==> src/rtl/mips_pkg.sv <==
// Shared types for the MIPS data cache: bus word layouts, controller states, default geometry.
package mips_pkg;

  typedef logic [31:0]     word_t;
  typedef logic [0:3][7:0] byte_word_t;

  typedef enum logic [1:0] {
    IDLE        = 2'd0,
    RD_MISS     = 2'd1,
    WR_THRU     = 2'd2,
    REFILL_DONE = 2'd3
  } dcache_state_t;

  localparam int unsigned LINES_DEFAULT = 32;

endpackage

==> src/rtl/data_cache_if.sv <==
// Core-side and memory-side buses of the data cache; slave is the cache, master the core/memory.
interface data_cache_if;
  import mips_pkg::*;

  word_t      cpu_addr;
  logic       cpu_rd;
  logic       cpu_we;
  byte_word_t cpu_wdata;
  byte_word_t cpu_rdata;
  logic       cpu_stall;

  word_t      mem_addr;
  logic       mem_req;
  logic       mem_we;
  byte_word_t mem_wdata;
  byte_word_t mem_rdata;
  logic       mem_ack;

  modport slave (
    input  cpu_addr, cpu_rd, cpu_we, cpu_wdata, mem_rdata, mem_ack,
    output cpu_rdata, cpu_stall, mem_addr, mem_req, mem_we, mem_wdata
  );

  modport master (
    output cpu_addr, cpu_rd, cpu_we, cpu_wdata, mem_rdata, mem_ack,
    input  cpu_rdata, cpu_stall, mem_addr, mem_req, mem_we, mem_wdata
  );

endinterface

==> src/rtl/data_cache_array.sv <==
// Direct-mapped line storage: valid/tag/data, combinational read, synchronous write and valid clear.
module dcache_array
  import mips_pkg::*;
#(
  parameter  int unsigned LINES = LINES_DEFAULT,
  localparam int unsigned IB    = $clog2(LINES),
  localparam int unsigned TB    = 30 - IB
) (
  input  logic          clk,
  input  logic          clr_i,
  input  logic [IB-1:0] rd_idx_i,
  output logic          rd_valid_o,
  output logic [TB-1:0] rd_tag_o,
  output byte_word_t    rd_data_o,
  input  logic          wr_en_i,
  input  logic [IB-1:0] wr_idx_i,
  input  logic [TB-1:0] wr_tag_i,
  input  byte_word_t    wr_data_i
);

  logic [LINES-1:0] valid_q;
  logic [TB-1:0]    tag_q  [LINES];
  byte_word_t       data_q [LINES];

  // Only the valid bits are cleared; stale tag/data are harmless behind valid=0.
  always_ff @(posedge clk) begin
    if (clr_i) begin
      valid_q <= '0;
    end else if (wr_en_i) begin
      valid_q[wr_idx_i] <= 1'b1;
    end
  end

  always_ff @(posedge clk) begin
    if (wr_en_i) begin
      tag_q[wr_idx_i]  <= wr_tag_i;
      data_q[wr_idx_i] <= wr_data_i;
    end
  end

  assign rd_valid_o = valid_q[rd_idx_i];
  assign rd_tag_o   = tag_q[rd_idx_i];
  assign rd_data_o  = data_q[rd_idx_i];

endmodule

==> src/rtl/data_cache.sv <==
// Write-through, no-write-allocate, direct-mapped data cache with blocking miss handling.
// Optional hit/miss counters are built when DCACHE_STATS_EN is defined.
//   state       | meaning
//   IDLE        | serve hits, launch miss refill or write-through
//   RD_MISS     | read request to memory outstanding
//   WR_THRU     | write request to memory outstanding
//   REFILL_DONE | line refilled, replay load next cycle
module data_cache
  import mips_pkg::*;
#(
  parameter int unsigned LINES = LINES_DEFAULT
) (
  input  logic  clk,
  input  logic  rst_b,
  data_cache_if.slave bus
`ifdef DCACHE_STATS_EN
  ,
  output word_t hit_count,
  output word_t miss_count
`endif
);

  localparam int unsigned IB = $clog2(LINES);
  localparam int unsigned TB = 30 - IB;

  dcache_state_t state_q, state_d;

  logic [IB-1:0] idx;
  logic [TB-1:0] tag;
  logic          line_valid;
  logic [TB-1:0] line_tag;
  byte_word_t    line_data;
  logic          hit;
  logic          is_store;
  logic          is_load;
  logic          arr_we;
  byte_word_t    arr_wdata;
  logic          unused_addr_bits;

  assign idx              = bus.cpu_addr[2 +: IB];
  assign tag              = bus.cpu_addr[31 -: TB];
  assign unused_addr_bits = ^bus.cpu_addr[1:0];
  assign hit              = line_valid && (line_tag == tag);
  assign is_store         = bus.cpu_we;
  assign is_load          = bus.cpu_rd && !bus.cpu_we;

  dcache_array #(.LINES(LINES)) u_array (
    .clk        (clk),
    .clr_i      (rst_b),
    .rd_idx_i   (idx),
    .rd_valid_o (line_valid),
    .rd_tag_o   (line_tag),
    .rd_data_o  (line_data),
    .wr_en_i    (arr_we && !rst_b),
    .wr_idx_i   (idx),
    .wr_tag_i   (tag),
    .wr_data_i  (arr_wdata)
  );

  always_ff @(posedge clk) begin
    if (rst_b) begin
      state_q <= IDLE;
    end else begin
      state_q <= state_d;
    end
  end

  always_comb begin
    state_d       = state_q;
    bus.cpu_stall = 1'b0;
    bus.cpu_rdata = '0;
    bus.mem_req   = 1'b0;
    bus.mem_we    = 1'b0;
    bus.mem_addr  = '0;
    bus.mem_wdata = '0;
    arr_we        = 1'b0;
    arr_wdata     = bus.mem_rdata;
    unique case (state_q)
      IDLE: begin
        if (is_store) begin
          bus.cpu_stall = 1'b1;
          state_d       = WR_THRU;
        end else if (is_load) begin
          if (hit) begin
            bus.cpu_rdata = line_data;
          end else begin
            bus.cpu_stall = 1'b1;
            state_d       = RD_MISS;
          end
        end
      end
      RD_MISS: begin
        bus.cpu_stall = 1'b1;
        bus.mem_req   = 1'b1;
        bus.mem_addr  = {bus.cpu_addr[31:2], 2'b00};
        if (bus.mem_ack) begin
          arr_we  = 1'b1;
          state_d = REFILL_DONE;
        end
      end
      WR_THRU: begin
        bus.cpu_stall = 1'b1;
        bus.mem_req   = 1'b1;
        bus.mem_we    = 1'b1;
        bus.mem_addr  = {bus.cpu_addr[31:2], 2'b00};
        bus.mem_wdata = bus.cpu_wdata;
        // Release the core in the ack cycle; a hit keeps the line coherent with memory.
        if (bus.mem_ack) begin
          bus.cpu_stall = 1'b0;
          arr_we        = hit;
          arr_wdata     = bus.cpu_wdata;
          state_d       = IDLE;
        end
      end
      REFILL_DONE: begin
        bus.cpu_stall = 1'b1;
        state_d       = IDLE;
      end
      default: begin
        state_d = IDLE;
      end
    endcase
  end

`ifdef DCACHE_STATS_EN
  word_t hit_cnt_q;
  word_t miss_cnt_q;
  logic  replay_q;

  // The hit that replays a just-refilled load belongs to that miss, not to the hit count.
  always_ff @(posedge clk) begin
    if (rst_b) begin
      hit_cnt_q  <= '0;
      miss_cnt_q <= '0;
      replay_q   <= 1'b0;
    end else begin
      replay_q <= (state_q == REFILL_DONE);
      if (state_q == IDLE && is_load && hit && !replay_q && hit_cnt_q != '1) begin
        hit_cnt_q <= hit_cnt_q + 32'd1;
      end
      if (state_q == REFILL_DONE && miss_cnt_q != '1) begin
        miss_cnt_q <= miss_cnt_q + 32'd1;
      end
    end
  end

  assign hit_count  = hit_cnt_q;
  assign miss_count = miss_cnt_q;
`endif

endmodule

==> src/flat_wrapper.sv <==
// flat-port wrapper written by rule: the top's interface ports become plain ports
module data_cache_flat import mips_pkg::*;
#(
  parameter int unsigned LINES = LINES_DEFAULT
)
  (clk, rst_b, bus_cpu_addr, bus_cpu_rd, bus_cpu_we, bus_cpu_wdata, bus_mem_rdata, bus_mem_ack, bus_cpu_rdata, bus_cpu_stall, bus_mem_addr, bus_mem_req, bus_mem_we, bus_mem_wdata);
  data_cache_if bus_i ();
  input  logic clk;
  input  logic rst_b;
  input wire logic [$bits(bus_i.cpu_addr)-1:0] bus_cpu_addr;
  input wire logic [$bits(bus_i.cpu_rd)-1:0] bus_cpu_rd;
  input wire logic [$bits(bus_i.cpu_we)-1:0] bus_cpu_we;
  input wire logic [$bits(bus_i.cpu_wdata)-1:0] bus_cpu_wdata;
  input wire logic [$bits(bus_i.mem_rdata)-1:0] bus_mem_rdata;
  input wire logic [$bits(bus_i.mem_ack)-1:0] bus_mem_ack;
  output wire logic [$bits(bus_i.cpu_rdata)-1:0] bus_cpu_rdata;
  output wire logic [$bits(bus_i.cpu_stall)-1:0] bus_cpu_stall;
  output wire logic [$bits(bus_i.mem_addr)-1:0] bus_mem_addr;
  output wire logic [$bits(bus_i.mem_req)-1:0] bus_mem_req;
  output wire logic [$bits(bus_i.mem_we)-1:0] bus_mem_we;
  output wire logic [$bits(bus_i.mem_wdata)-1:0] bus_mem_wdata;
  assign bus_i.cpu_addr = bus_cpu_addr;
  assign bus_i.cpu_rd = bus_cpu_rd;
  assign bus_i.cpu_we = bus_cpu_we;
  assign bus_i.cpu_wdata = bus_cpu_wdata;
  assign bus_i.mem_rdata = bus_mem_rdata;
  assign bus_i.mem_ack = bus_mem_ack;
  assign bus_cpu_rdata = bus_i.cpu_rdata;
  assign bus_cpu_stall = bus_i.cpu_stall;
  assign bus_mem_addr = bus_i.mem_addr;
  assign bus_mem_req = bus_i.mem_req;
  assign bus_mem_we = bus_i.mem_we;
  assign bus_mem_wdata = bus_i.mem_wdata;
  data_cache #(.LINES(LINES)) u_core (.clk(clk), .rst_b(rst_b), .bus(bus_i));
endmodule
==> config.mk <==
export PLATFORM = sky130hd
export DESIGN_NAME = data_cache_flat
export DESIGN_NICKNAME = d
export VERILOG_FILES = /design/src/rtl/mips_pkg.sv /design/src/rtl/data_cache_if.sv /design/src/rtl/data_cache_array.sv /design/src/rtl/data_cache.sv /design/src/flat_wrapper.sv
export SDC_FILE = /design/constraint.sdc
export NUM_CORES = 2
export LEC_CHECK = 0
export ABC_AREA = 1
export ABC_CLOCK_PERIOD_IN_PS = 9700
export BUFFER_PORTS_ARGS = -buffer_cell sky130_fd_sc_hd__buf_2
export CAP_MARGIN = 0
export CORE_ASPECT_RATIO = 0.6
export CORE_MARGIN = 1.5
export CORE_UTILIZATION = 40
export DETAILED_ROUTE_END_ITERATION = 10
export PLACE_DENSITY = 0.52
export SETUP_SLACK_MARGIN = 0.15
export SYNTH_ARGS = -nofsm -noshare
export SYNTH_HDL_FRONTEND = slang
export SYNTH_SLANG_ARGS = --single-unit
export TNS_END_PERCENT = 5
==> constraint.sdc <==
create_clock -name clk -period 9.7 [get_ports clk]
set_clock_uncertainty 0.15 [all_clocks]
set_input_delay 0.485 -clock clk [delete_from_list [all_inputs] [get_ports clk]]
set_output_delay 0.485 -clock clk [all_outputs]
set_load 0.05 [all_outputs]
==> impl_metrics.csv <==
group,metric,value,unit
timing,min_period,6.521,ns
routing,drt_wl_total,225800,um
cells_and_area,area_growth,13.13,%
cts,clkLatencyLatePin,0.81,ns
synthesis,synth_flop_cell,"edfxtp_1",
critical_path,critPathArrivalTime,6.83,ns
timing,setup-violations-final,0,
cts,cts_setup_buffers,0,
synthesis,synth_cells,5580,
critical_path,cp-end-kind,"flop",
grt,top_usage_layer,"met1",
flow_run,maxCapViolCount,0,
synthesis,ys_warn_count,0,
grt,grt.total_usage,0.2416,
synthesis,synth_top_area_frac,0.7579,
floorplanning,die_h,332.2,um
cells_and_area,fin_cells,8279,
place,dp.cells,7970,
synthesis,synthArstFlopShare,0,
place,port_buffers,195,
synthesis,syn_area,72270,um^2
routing,dr_total_vias,45980,
cts,cts_buffers,175,
grt,gr-total-overflow,0,
routing,drc,0,
floorplanning,start_util,0.4038,
timing,period_share,0.6723,
timing,rsz0062_at_grt,"false",
critical_path,start_kind,"input port",
cts,cts_root_buf,"clkbuf_16",
cts,htreeDepth,4,
critical_path,cp.required,10.01,ns
grt,met1_usage,0.3834,
cts,cts_tree,"built",
timing,fmax,153.4,MHz
synthesis,ys_seq_area_frac,0.7673,
synthesis,synth-seq-cells,1858,
timing,slew_headroom,0.2445,
floorplanning,io_pins,200,
grt,antenna_found_initial,13,
floorplanning,rows,120,
grt,grt_pass1_wl,317200,um
run_status,status,"finished, final reports clean",
routing,first_pass_iters,5,
synthesis,yosysMostFrequentCell,"nand2_1",
place,place_ws,2.509,ns
timing,layout_setup_ws,3.179,ns
cts,holdBufCountCts,0,
grt,gr-usage-met2,0.3425,
critical_path,path_class,"in -> reg",
power_and_ir_drop,finalPower,17.27,mW
power_and_ir_drop,ir_drop,0.1530,mV
place,dpl_cell_area,76460,um^2
synthesis,synth_cell_types,35,
grt,grt_pass1_vias,43100,
timing,worstMarginPinSlew,1.133,ns
cts,cts_resized,0,
cells_and_area,final_util,0.4568,
critical_path,r2r_slack,4.24,ns
timing,tns,0,ns
routing,ant_nets,0,
timing,hold_slack,0.07866,ns
floorplanning,die_w,551.7,um
power_and_ir_drop,power.density,211.3,nW/um^2
routing,vias_per_cell,5.554,
cells_and_area,layout.nets,5873,
cts,clkSinkCount,1858,
synthesis,synth_area_per_cell,12.95,um^2
cells_and_area,num-fill-cells,16070,
routing,drt_iter0_markers,6052,
cells_and_area,design_area,81750,um^2
floorplanning,die-area,183300,um^2
timing,finalHoldViolations,0,
cts,clk_pin_slew_worst_paths,0.06,ns
min_path,holdCritPathClass,"in -> reg",
synthesis,synthTopCellsByArea,"edfxtp_1, nand2_1, o22ai_1, o21ai_0, nand3_1",
floorplanning,core,179000,um^2
place,dp_hpwl,114600,um
cells_and_area,layout-drive-gt1-share,0.1085,
grt,met3_usage,0.04572,
critical_path,cp_max_fo,74,
power_and_ir_drop,p_leak,28.74,nW
synthesis,synth_edf_count,1824,
grt,grt_start_max_net_pins,147,
timing,drv_slew,0,
synthesis,yosysTopAreaCell,"edfxtp_1",
routing,wire_per_inst,27.27,um
place,place.gp.congestion,0.8184,
cts,cts_buffer_depth,4,
synthesis,synth_common_cells,"nand2_1, edfxtp_1, o22ai_1",
[where the power goes]
part           switching (mW)  internal, mW  total (mW)
Sequential            0.00678          8.98        8.99
Clock                    2.96          3.62        6.58
Combinational            1.37         0.332        1.70
Total                    4.34          12.9        17.3
[worst paths after layout]
kind / cells past startpoint / to / from
worst max-delay path: 21 / u_core.u_array.tag_q[3][15] / bus_cpu_addr[2]
worst min-delay path: 1 / u_core.u_array.tag_q[14][14] / bus_cpu_addr[21]
worst max register to register: 20 / u_core.u_array.tag_q[3][15] / u_core.u_array.tag_q[7][11]
worst min register to register: 2 / u_core.u_array.valid_q[16] / u_core.u_array.valid_q[16]
[cells in the final DEF, fill, tap and decap left out, types with 11 or more instances in the layout]
| cell | n |
|---|---|
| nor2_1 | 159 |
| inv_1 | 134 |
| buf_4 | 110 |
| buf_12 | 22 |
| clkbuf_1 | 36 |
| clkinv_1 | 48 |
| edfxtp_1 | 1824 |
| o221ai_1 | 14 |
| a21oi_1 | 57 |
| nor3_1 | 11 |
| o21ai_0 | 275 |
| o22ai_1 | 484 |
| dfxtp_1 | 34 |
| o22a_1 | 14 |
| clkbuf_16 | 180 |
| buf_2 | 193 |
| clkinv_2 | 27 |
| nand2_1 | 1886 |
| nand4_1 | 102 |
| nand3_1 | 153 |
| mux2_2 | 32 |
| nor2_4 | 27 |
[critical path, stage by stage]
cell and delay, ns:
buf_8 0.27, buf_4 0.58, nor2_4 0.29, buf_12 0.30
buf_4 0.31, nand2_1 0.08, nand2_1 0.04, o21ai_0 0.36
nand2_1 0.10, nor2_1 0.21, nand2_1 0.08, nand2_1 0.28
nand2_1 0.09, nor2_1 0.09, nand3_1 0.08, nor2_1 0.30
nand3_1 0.18, nand2_4 0.45, nand3_1 0.67, nor2_4 0.95
buf_12 0.39
[per-layer routing]
metal | vias to the layer above | routed length [um]
met3 | 262 | 21090
met2 | 2004 | 94610
met5 | - | 34
met1 | 23150 | 106100
met4 | 6 | 4003
li1 | 20560 | -
[registers in the layout (all words and copies together) (netlist names)]
signal	flops
u_core.state_q	2
u_core.u_array.data_q	1024
u_core.u_array.tag_q	800
u_core.u_array.valid_q	32
[cell families after synthesis]
family | count (synthesis) | share of synthesized area
and+or+nand+nor | 2356 | 0.1299
AOI/OAI and AO/OA | 864 | 0.07043
other | 1 | 0.00005189
adders and majority gates | 4 | 0.0006926
buffers and inverters | 465 | 0.02659
muxes | 32 | 0.004986
DFF | 1858 | 0.7673
[area by class of cell]
type	count	area [um^2]	share of cell area
Antenna cell	3	7.507	0.00009183
Tap cell	2379	2977	0.03641
Clock inverter	90	641.9	0.007851
Sequential cell	1858	55450	0.6783
Inverter	149	609.3	0.007453
Multi-Input combinational cell	3258	15180	0.1856
Clock buffer	216	4639	0.05675
Timing Repair Buffer	326	2247	0.02749
(Power assumes the default switching activity.)
